[src/rtl/sigmoid_pwl_unit.sv]
// Multi-lane sigmoid / tanh / sigmoid-derivative unit using a shift-and-add
// piecewise-linear (PLAN) approximation, three register stages, valid/ready streaming.
`timescale 1ns/1ps
module sigmoid_pwl_unit #(
  parameter int BITWIDTH = 18,
  parameter int QM       = 11,
  parameter int CHANNELS = 1
) (
  input  logic                         clk,
  input  logic                         rst_n,
  input  logic                         in_valid,
  output logic                         in_ready,
  input  logic [1:0]                   in_mode,
  input  logic [CHANNELS*BITWIDTH-1:0] in_data,
  output logic                         out_valid,
  input  logic                         out_ready,
  output logic [CHANNELS*BITWIDTH-1:0] out_data
);
  // y and s live in [0, ONE], so QM+1 unsigned bits hold them exactly.
  localparam int YW = QM + 1;
  localparam int PW = 2 * YW;

  localparam logic [BITWIDTH-1:0] MAXPOS  = {1'b0, {(BITWIDTH-1){1'b1}}};
  localparam logic [BITWIDTH-1:0] MINNEG  = {1'b1, {(BITWIDTH-1){1'b0}}};
  localparam logic [BITWIDTH-1:0] SEG1_LO = BITWIDTH'(1) << QM;
  localparam logic [BITWIDTH-1:0] SEG2_LO = BITWIDTH'(19) << (QM - 3);
  localparam logic [BITWIDTH-1:0] SEG3_LO = BITWIDTH'(5) << QM;

  localparam logic [YW-1:0] ONE  = YW'(1) << QM;
  localparam logic [YW-1:0] C_B0 = YW'(1) << (QM - 1);
  localparam logic [YW-1:0] C_B1 = YW'(5) << (QM - 3);
  localparam logic [YW-1:0] C_B2 = YW'(27) << (QM - 5);

  // Stage 1: optional saturating doubling (tanh), then sign/magnitude split.
  function automatic logic [BITWIDTH:0] f_stage1(input logic [1:0] mode,
                                                 input logic [BITWIDTH-1:0] x);
    logic [BITWIDTH-1:0] xp;
    logic [BITWIDTH-1:0] a;
    xp = x;
    if (mode == 2'b01) begin
      if (x[BITWIDTH-1] != x[BITWIDTH-2]) xp = x[BITWIDTH-1] ? MINNEG : MAXPOS;
      else xp = {x[BITWIDTH-2:0], 1'b0};
    end
    if (!xp[BITWIDTH-1]) a = xp;
    else if (xp == MINNEG) a = MAXPOS;
    else a = -xp;
    return {xp[BITWIDTH-1], a};
  endfunction

  function automatic logic [YW-1:0] f_plan(input logic [BITWIDTH-1:0] a);
    if (a >= SEG3_LO) return ONE;
    else if (a >= SEG2_LO) return YW'(a >> 5) + C_B2;
    else if (a >= SEG1_LO) return YW'(a >> 3) + C_B1;
    else return YW'(a >> 2) + C_B0;
  endfunction

  function automatic logic [BITWIDTH-1:0] f_finish(input logic [1:0] mode,
                                                   input logic sign,
                                                   input logic [YW-1:0] y);
    logic [YW-1:0] s;
    logic [YW-1:0] sc;
    logic [YW:0]   t;
    logic [PW-1:0] p;
    s  = sign ? ONE - y : y;
    sc = ONE - s;
    t  = {s, 1'b0} - {1'b0, ONE};
    p  = {{YW{1'b0}}, s} * {{YW{1'b0}}, sc};
    case (mode)
      2'b01:   return {{(BITWIDTH-YW-1){t[YW]}}, t};
      2'b10:   return {{(BITWIDTH-YW){1'b0}}, p[QM +: YW]};
      default: return {{(BITWIDTH-YW){1'b0}}, s};
    endcase
  endfunction

  logic                                r_v1, r_v2, r_v3;
  logic [1:0]                          r_m1, r_m2;
  logic [CHANNELS-1:0]                 r_sign1, r_sign2;
  logic [CHANNELS-1:0][BITWIDTH-1:0]   r_a1;
  logic [CHANNELS-1:0][YW-1:0]         r_y2;
  logic [CHANNELS*BITWIDTH-1:0]        r_out3;

  logic                                w_en;
  logic [CHANNELS-1:0]                 w_sign1;
  logic [CHANNELS-1:0][BITWIDTH-1:0]   w_a1;
  logic [CHANNELS-1:0][YW-1:0]         w_y2;
  logic [CHANNELS*BITWIDTH-1:0]        w_out3;

  // Handshake: a vector transfers on a rising edge where valid and ready are
  // both high. The whole pipe advances whenever the output slot is empty or
  // being drained; otherwise every stage holds and the output stays stable.
  assign w_en      = !r_v3 || out_ready;
  assign in_ready  = w_en;
  assign out_valid = r_v3;
  assign out_data  = r_out3;

  always_comb begin
    w_sign1 = '0;
    w_a1    = '0;
    w_y2    = '0;
    w_out3  = '0;
    for (int i = 0; i < CHANNELS; i++) begin
      {w_sign1[i], w_a1[i]} = f_stage1(in_mode, in_data[i*BITWIDTH +: BITWIDTH]);
      w_y2[i] = f_plan(r_a1[i]);
      w_out3[i*BITWIDTH +: BITWIDTH] = f_finish(r_m2, r_sign2[i], r_y2[i]);
    end
  end

  always_ff @(posedge clk or negedge rst_n) begin
    if (!rst_n) begin
      r_v1    <= 1'b0;
      r_v2    <= 1'b0;
      r_v3    <= 1'b0;
      r_m1    <= '0;
      r_m2    <= '0;
      r_sign1 <= '0;
      r_sign2 <= '0;
      r_a1    <= '0;
      r_y2    <= '0;
      r_out3  <= '0;
    end else if (w_en) begin
      r_v1    <= in_valid;
      r_v2    <= r_v1;
      r_v3    <= r_v2;
      r_m1    <= in_mode;
      r_m2    <= r_m1;
      r_sign1 <= w_sign1;
      r_a1    <= w_a1;
      r_sign2 <= r_sign1;
      r_y2    <= w_y2;
      r_out3  <= w_out3;
    end
  end
endmodule

[config.mk]
export PLATFORM = sky130hd
export DESIGN_NAME = sigmoid_pwl_unit
export DESIGN_NICKNAME = d
export VERILOG_FILES = /design/src/rtl/sigmoid_pwl_unit.sv
export SDC_FILE = /design/constraint.sdc
export NUM_CORES = 1
export LEC_CHECK = 0
export CAP_MARGIN = 10
export CORE_MARGIN = 1.5
export CORE_UTILIZATION = 25
export CTS_BUF_LIST = sky130_fd_sc_hd__clkbuf_2 sky130_fd_sc_hd__clkbuf_4 sky130_fd_sc_hd__clkbuf_8
export DETAILED_ROUTE_END_ITERATION = 16
export SLEW_MARGIN = 10
export SYNTH_ARGS = -nofsm -noshare
export SYNTH_HDL_FRONTEND = slang
export SYNTH_SLANG_ARGS = --single-unit
[constraint.sdc]
create_clock -name clk -period 9.9 [get_ports clk]
set_clock_uncertainty 0.05 [all_clocks]
set_input_delay 1.98 -clock clk [delete_from_list [all_inputs] [get_ports clk]]
set_output_delay 1.98 -clock clk [all_outputs]
set_load 0.05 [all_outputs]
# [Word-level counts from Yosys, hierarchy flattened]
# Cells that the tools add are included.
[totals] regBits=57 in_bits=24 wordCells=38
[op_classes] n_addsub=7 mul=1 order_cmp=3 n_eq_ne=5 mux=10 reduce_logical=2
[ops] cell="18-bit two-way mux" count=5
[ops] cell="12-bit two-way mux" count=4
[ops] cell="12-bit by 11-bit adder with 12-bit output (second input constant)" count=3
[ops] cell="18-bit case mux with 2 select lines" count=1
[ops] cell="12-bit subtractor (first input constant)" count=2
[ops] cell="12-bit by 12-bit multiplier with 23-bit output" count=1
[ops] cell="18-bit == test (second input constant)" count=1
[ops] cell="18-bit by 12-bit greater-or-equal comparator with 1-bit output (second input constant)" count=1
[ops] cell="18-bit by 13-bit greater-or-equal comparator with 1-bit output (second input constant)" count=1
[ops] cell="18-bit by 14-bit greater-or-equal comparator with 1-bit output (second input constant)" count=1
[ops] cell="18-bit negator" count=1
[ops] cell="13-bit by 12-bit subtractor with 13-bit output (second input constant)" count=1
[ops] cell="2-bit by 1-bit == test with 1-bit output (second input constant)" count=2
[ops] cell="2-bit == test (second input constant)" count=1
[ops] cell="1-bit logical NOT" count=1
[ops] cell="1-bit logical OR" count=1
[ops] cell="1-bit != test" count=1

# [Depth between registers and ports, before layout]
[logic_depth] ltp_word=6 ltp_mapped=31 depth_no_buf=29

# [Worst setup path after synthesis]
# OpenSTA, ideal clock, no wires.
[synth_timing] kind="register to register" start="reg r_y2[0] (netlist bit)" end="reg r_out3[2], in the netlist out_data[2]" setup_ps=153 arrival_ps=7360 required_ps=9697 slack_ps=2337 path_stages_with_launch=30 n_path_buf=3 path_cell_list="dfrtp_1 buf_6 clkinv_1 ha_1 nand2b_4 o21ai_1 xor2_1 inv_2 nor4_2 nand2_1 nor2_2 nand3_1 ha_1 buf_1 nor2_1 fa_1 fa_1 fa_1 fa_1 inv_1 fa_1 inv_1 ha_1 clkbuf_1 nand4_1 o32a_1 and2_1 xnor2_1 a2111oi_0 a311oi_1"
[synth_between] elab_chain_len=5
[synth_lines] element="from (decl)" line="79" rtl="logic [CHANNELS-1:0][YW-1:0] r_y2;"
[synth_lines] element="from (signal assigned)" line="129" rtl="r_y2 <= w_y2;"
[synth_lines] element="12-bit subtractor" line="64" rtl="s = sign ? ONE - y : y;"
[synth_lines] element="12-bit two-way mux (*)" line="64"
[synth_lines] element="12-bit subtractor" line="65" rtl="sc = ONE - s;"
[synth_lines] element="12-bit by 12-bit multiplier with 23-bit output" line="67" rtl="p = {{YW{1'b0}}, s} * {{YW{1'b0}}, sc};"
[synth_lines] element="18-bit case mux with 2 select lines (*)" line="68" rtl="case (mode)"
[synth_lines] element="to (signal assigned)" line="130" rtl="r_out3 <= w_out3;"
[synth_lines] element="to (decl)" line="80" rtl="logic [CHANNELS*BITWIDTH-1:0] r_out3;"
# Every way passes the cells marked *; elsewhere a longest branch is shown, timed or not.
# A chain may end at the register's enable or synchronous reset.

# [Final worst setup path]
[layout_timing] start="reg r_y2[0] (netlist bit)" end="reg r_out3[6], in the netlist out_data[6]"
# Same word-level chain as after synthesis.

==> summary by stage <==
Finish
The final layout net count is 1236. 0 antenna diodes ended up in the layout. The share of layout cells above drive strength 1 is 6.88%.

The synthesis-to-layout area growth is 10.8%.

Timing
The final-report max-slew violation count came to 0. The worst pin sits at a relative slew slack of between 30% and 40%. The final total negative setup slack is 0 ps.

The post-route fraction of the period consumed by the critical path is 88.8%. At the pin with the least slew margin, the transition time is between 1000 and 1500 ps. The time the final worst path needs with I/O delays and setup is 8790 ps. The hold violation total from the final report is 0. The achievable frequency is between 100 and 150 MHz.

Setup repair after global routing left no endpoint under its margin. The final-report setup violation count is 0.

Clock network
The TritonCTS buffer count is 5. The tree built by TritonCTS fans out to 52 sinks. The count of cells resized by post-cts repair is 0.

The clock passes through at most 2 buffers. The maximum level of the CTS H-tree is 2. The number of buffers added to fix hold violations after cts is 0.

Post-CTS timing repair inserted 0 buffers for setup. The later pin in the worst-skew pair is clocked with a latency of around 340 ps. The clock slew at the register clock pins of the worst setup and hold paths is 120 ps. The CTS root buffer is sky130_fd_sc_hd__clkbuf_8. The clock tree from TritonCTS is built.

Floorplanning
The effective utilization at floorplan is 25.6%. The total I/O pin count is 44. Measured along the x axis, the die boundary spans 189 um. The number of placement rows is 67. The total die area is 35700 sq um. The core box area is 33800 sq um. The die is 189 um tall.

Critical path
The setup slack of the most critical reg-to-reg path is 1110 ps. The worst register-to-register path ends at out_data[6]$_DFFE_PN0P_. The length in cells of the worst reg-to-reg path is 28.

The largest single stage delay on the critical path is 820 ps. In this run the critical register-to-register path is launched from r_y2[0]$_DFFE_PN0P_. For this design, the slowest cell found on the critical path is sky130_fd_sc_hd__dfrtp_1.

The worst setup path is launched from a flip-flop. The data arrival time of the worst path is 8990 ps. The worst endpoint required time is 10100 ps. In this run the worst path has a maximum fanout of 21. The cell seen most often among critical-path stages is sky130_fd_sc_hd__fa_1. STA classifies the critical path endpoint as a flip-flop. The startpoint of the worst setup timing path is r_y2[0]$_DFFE_PN0P_. The worst setup path is of the flip-flop to flip-flop kind.

Global routing
The number of global-route vias before repair is 7213. Global routing consumed, over all layers together, 13.0% of the routing resources. The aggregate global routing overflow is 0. The initial antenna violation count was 0. The largest net degree at the start of global routing is 55. The global-route wire length before repair is 37.6 mm.

Logic synthesis
The number of flops mapped to enable cells by yosys is 0. Summing every instance area after synthesis gives 8630 sq um. The part of the Yosys area used for sequential elements is 15.1%.

The mux share of post-synthesis cell area is between 1.5 and 2%. Synthesis inferred 52 register bits. The synthesized netlist devotes 16.4% of its cell area to compound gates. The synthesized netlist devotes 17.7% of its cell area to simple gates. The fraction of synthesized cell area in xor and xnor cells is 4.32%.

Of the total synthesized cell area, the portion taken by full adders, half adders and majority gates is 34.7%. The net count of the mapped netlist is between 1000 and 1500. In the synthesized netlist the dominant register cell turns out to be sky130_fd_sc_hd__dfrtp_1. The post-synthesis average cell area is 8.46 sq um. The gate count of the mapped netlist is about 1000. For this run, the number of Yosys warnings is 0. The number of library cell types mapped by synthesis is 79. The dominant combinational cell family by area after synthesis is adder cells. The share of synthesized flip-flops with an asynchronous set or reset is 100%.

Detailed routing
The total wire length is 22.6 mm. The number of vias after detailed routing is 6921. In the routed design, unresolved DRC markers number 0. The final antenna-violating net count is 0. The wire length per cell after detailed routing is 15.2 um. After detailed routing, the number of vias per cell comes to between 4 and 5.

The first detailed-routing pass took 4 iterations. The first routing iteration left 383 violations.

Place
The routability congestion estimate from global placement is about 0.86. Buffers placed on the I/O ports in this run total 43. The half-perimeter wire length after placement is 17.7 mm.

Flow run
The number of maximum-capacitance violations is 0.

Hold path
The worst hold path depth is 1. The path with the worst hold slack has its endpoint at out_valid$_DFFE_PN0P_. The worst min-delay path startpoint is r_v2$_DFFE_PN0P_. The min-delay analysis places its worst path in the category flip-flop to flip-flop.

Outcome
The flow ran to the end, and the final reports show no timing, DRC or antenna violations.
## worst max path at each step
stage | to | slack [ps] | depth (start not counted)
global route | out_data[2]$_DFFE_PN0P_ | 690 | 24
finish | out_data[6]$_DFFE_PN0P_ | 1110 | 28
floorplan | out_data[2]$_DFFE_PN0P_ | 2340 | 29
global placement | out_data[2]$_DFFE_PN0P_ | 1570 | 25
CTS | out_data[6]$_DFFE_PN0P_ | 1270 | 28
detailed placement | out_data[10]$_DFFE_PN0P_ | 1280 | 28
## stage by stage
stage	setup WS [ps]	instances	hold WS, ps	util [%]	cell area, sq um
2_1_floorplan	2340	1020	380	-	8630
3_3_place_gp	1570	1472	391	28.0	9460
3_5_place_dp	1280	1472	394	28.0	9460
4_1_cts	1270	1480	422	28.3	9560
5_1_grt	686	1480	448	28.3	9560
6_report	1110	1480	417	28.3	9560
## metal layers
metal  up-vias  part of all wire [%]  global-route usage (%)
met1      3347                    47                    17.6
met3        30                   5.6                    2.18
li1       3352                     -                       -
met5         -                     0                       0
met2       192                    46                    21.8
met4         0                   1.4                    2.38
## cell families (layout without fill, tap and decap cells)
group,after synthesis,count (layout)
buffers and inverters,220,232
XOR/XNOR,40,40
AO/OA/AOI/OAI,200,200
flip-flops,52,52
multiplexers,14,14
AND/OR/NAND/NOR,313,313
adder cells (fa/ha/maj),181,181
## cell type report
| class | count | area [sq um] |
|---|---|---|
| clock buffers | 5 | 68.8 |
| clock inverters | 3 | 28.8 |
| fillers | 3582 | 24200 |
| inverters | 170 | 638 |
| multi-input cells | 748 | 6450 |
| flip-flops and latches | 52 | 1300 |
| well taps | 448 | 561 |
| repair buffers | 54 | 508 |
## sequential cells by signal (all words and copies together) (netlist names)
register	flops
r_a1	18
out_data	13
r_v2	1
r_m2	2
r_sign1	1
r_m1	2
out_valid	1
r_v1	1
r_sign2	1
r_y2	12
## cells in the final DEF, fill, tap and decap left out, types with 6 or more instances in the layout
| master | netlist | layout |
|---|---|---|
| sky130_fd_sc_hd__buf_4 | 6 | 11 |
| sky130_fd_sc_hd__nand4_1 | 6 | 6 |
| sky130_fd_sc_hd__nand2_1 | 86 | 86 |
| sky130_fd_sc_hd__nand3_1 | 8 | 8 |
| sky130_fd_sc_hd__dfrtp_1 | 52 | 52 |
| sky130_fd_sc_hd__clkdlybuf4s50_1 | 0 | 42 |
| sky130_fd_sc_hd__o31ai_1 | 6 | 6 |
| sky130_fd_sc_hd__inv_1 | 163 | 163 |
| sky130_fd_sc_hd__or2_2 | 8 | 8 |
| sky130_fd_sc_hd__nor2_1 | 110 | 110 |
| sky130_fd_sc_hd__a22o_1 | 10 | 10 |
| sky130_fd_sc_hd__xnor2_1 | 22 | 22 |
| sky130_fd_sc_hd__a31oi_2 | 7 | 7 |
| sky130_fd_sc_hd__nor3_1 | 7 | 7 |
| sky130_fd_sc_hd__o211ai_1 | 7 | 7 |
| sky130_fd_sc_hd__xor2_1 | 15 | 15 |
| sky130_fd_sc_hd__ha_1 | 84 | 84 |
| sky130_fd_sc_hd__mux2i_1 | 11 | 11 |
| sky130_fd_sc_hd__nand2b_1 | 45 | 45 |
| sky130_fd_sc_hd__a21oi_1 | 64 | 64 |
| sky130_fd_sc_hd__a221oi_1 | 11 | 11 |
| sky130_fd_sc_hd__a21o_1 | 7 | 7 |
| sky130_fd_sc_hd__o21ai_0 | 33 | 33 |
| sky130_fd_sc_hd__fa_1 | 97 | 97 |
| sky130_fd_sc_hd__a211oi_1 | 9 | 9 |
| sky130_fd_sc_hd__inv_2 | 6 | 6 |
## worst max-delay path, delay by kind of cell, from the launching register on
| kind | cells | cell delay (ps) |
|---|---|---|
| AO/OA/AOI/OAI | 5 | 1030 |
| XOR/XNOR | 2 | 1040 |
| adder cells (fa/ha/maj) | 8 | 3850 |
| buffers and inverters | 5 | 710 |
| flip-flops | 1 | 820 |
| AND/OR/NAND/NOR | 8 | 1210 |
## cell usage after synthesis, types with 9 or more instances
cell type	number	area, sq um
sky130_fd_sc_hd__a211oi_1	9	67.6
sky130_fd_sc_hd__a21oi_1	64	320
sky130_fd_sc_hd__a221oi_1	11	96.3
sky130_fd_sc_hd__a22o_1	10	87.6
sky130_fd_sc_hd__buf_1	13	48.8
sky130_fd_sc_hd__clkbuf_1	23	86.3
sky130_fd_sc_hd__dfrtp_1	52	1300
sky130_fd_sc_hd__fa_1	97	1940
sky130_fd_sc_hd__ha_1	84	1050
sky130_fd_sc_hd__inv_1	163	612
sky130_fd_sc_hd__mux2i_1	11	110
sky130_fd_sc_hd__nand2_1	86	323
sky130_fd_sc_hd__nand2b_1	45	282
sky130_fd_sc_hd__nor2_1	110	413
sky130_fd_sc_hd__o21ai_0	33	165
sky130_fd_sc_hd__xnor2_1	22	193
sky130_fd_sc_hd__xor2_1	15	131
Power is not shown: default switching activity piles up to over one toggle a cycle in this logic, so the estimate is an artifact.
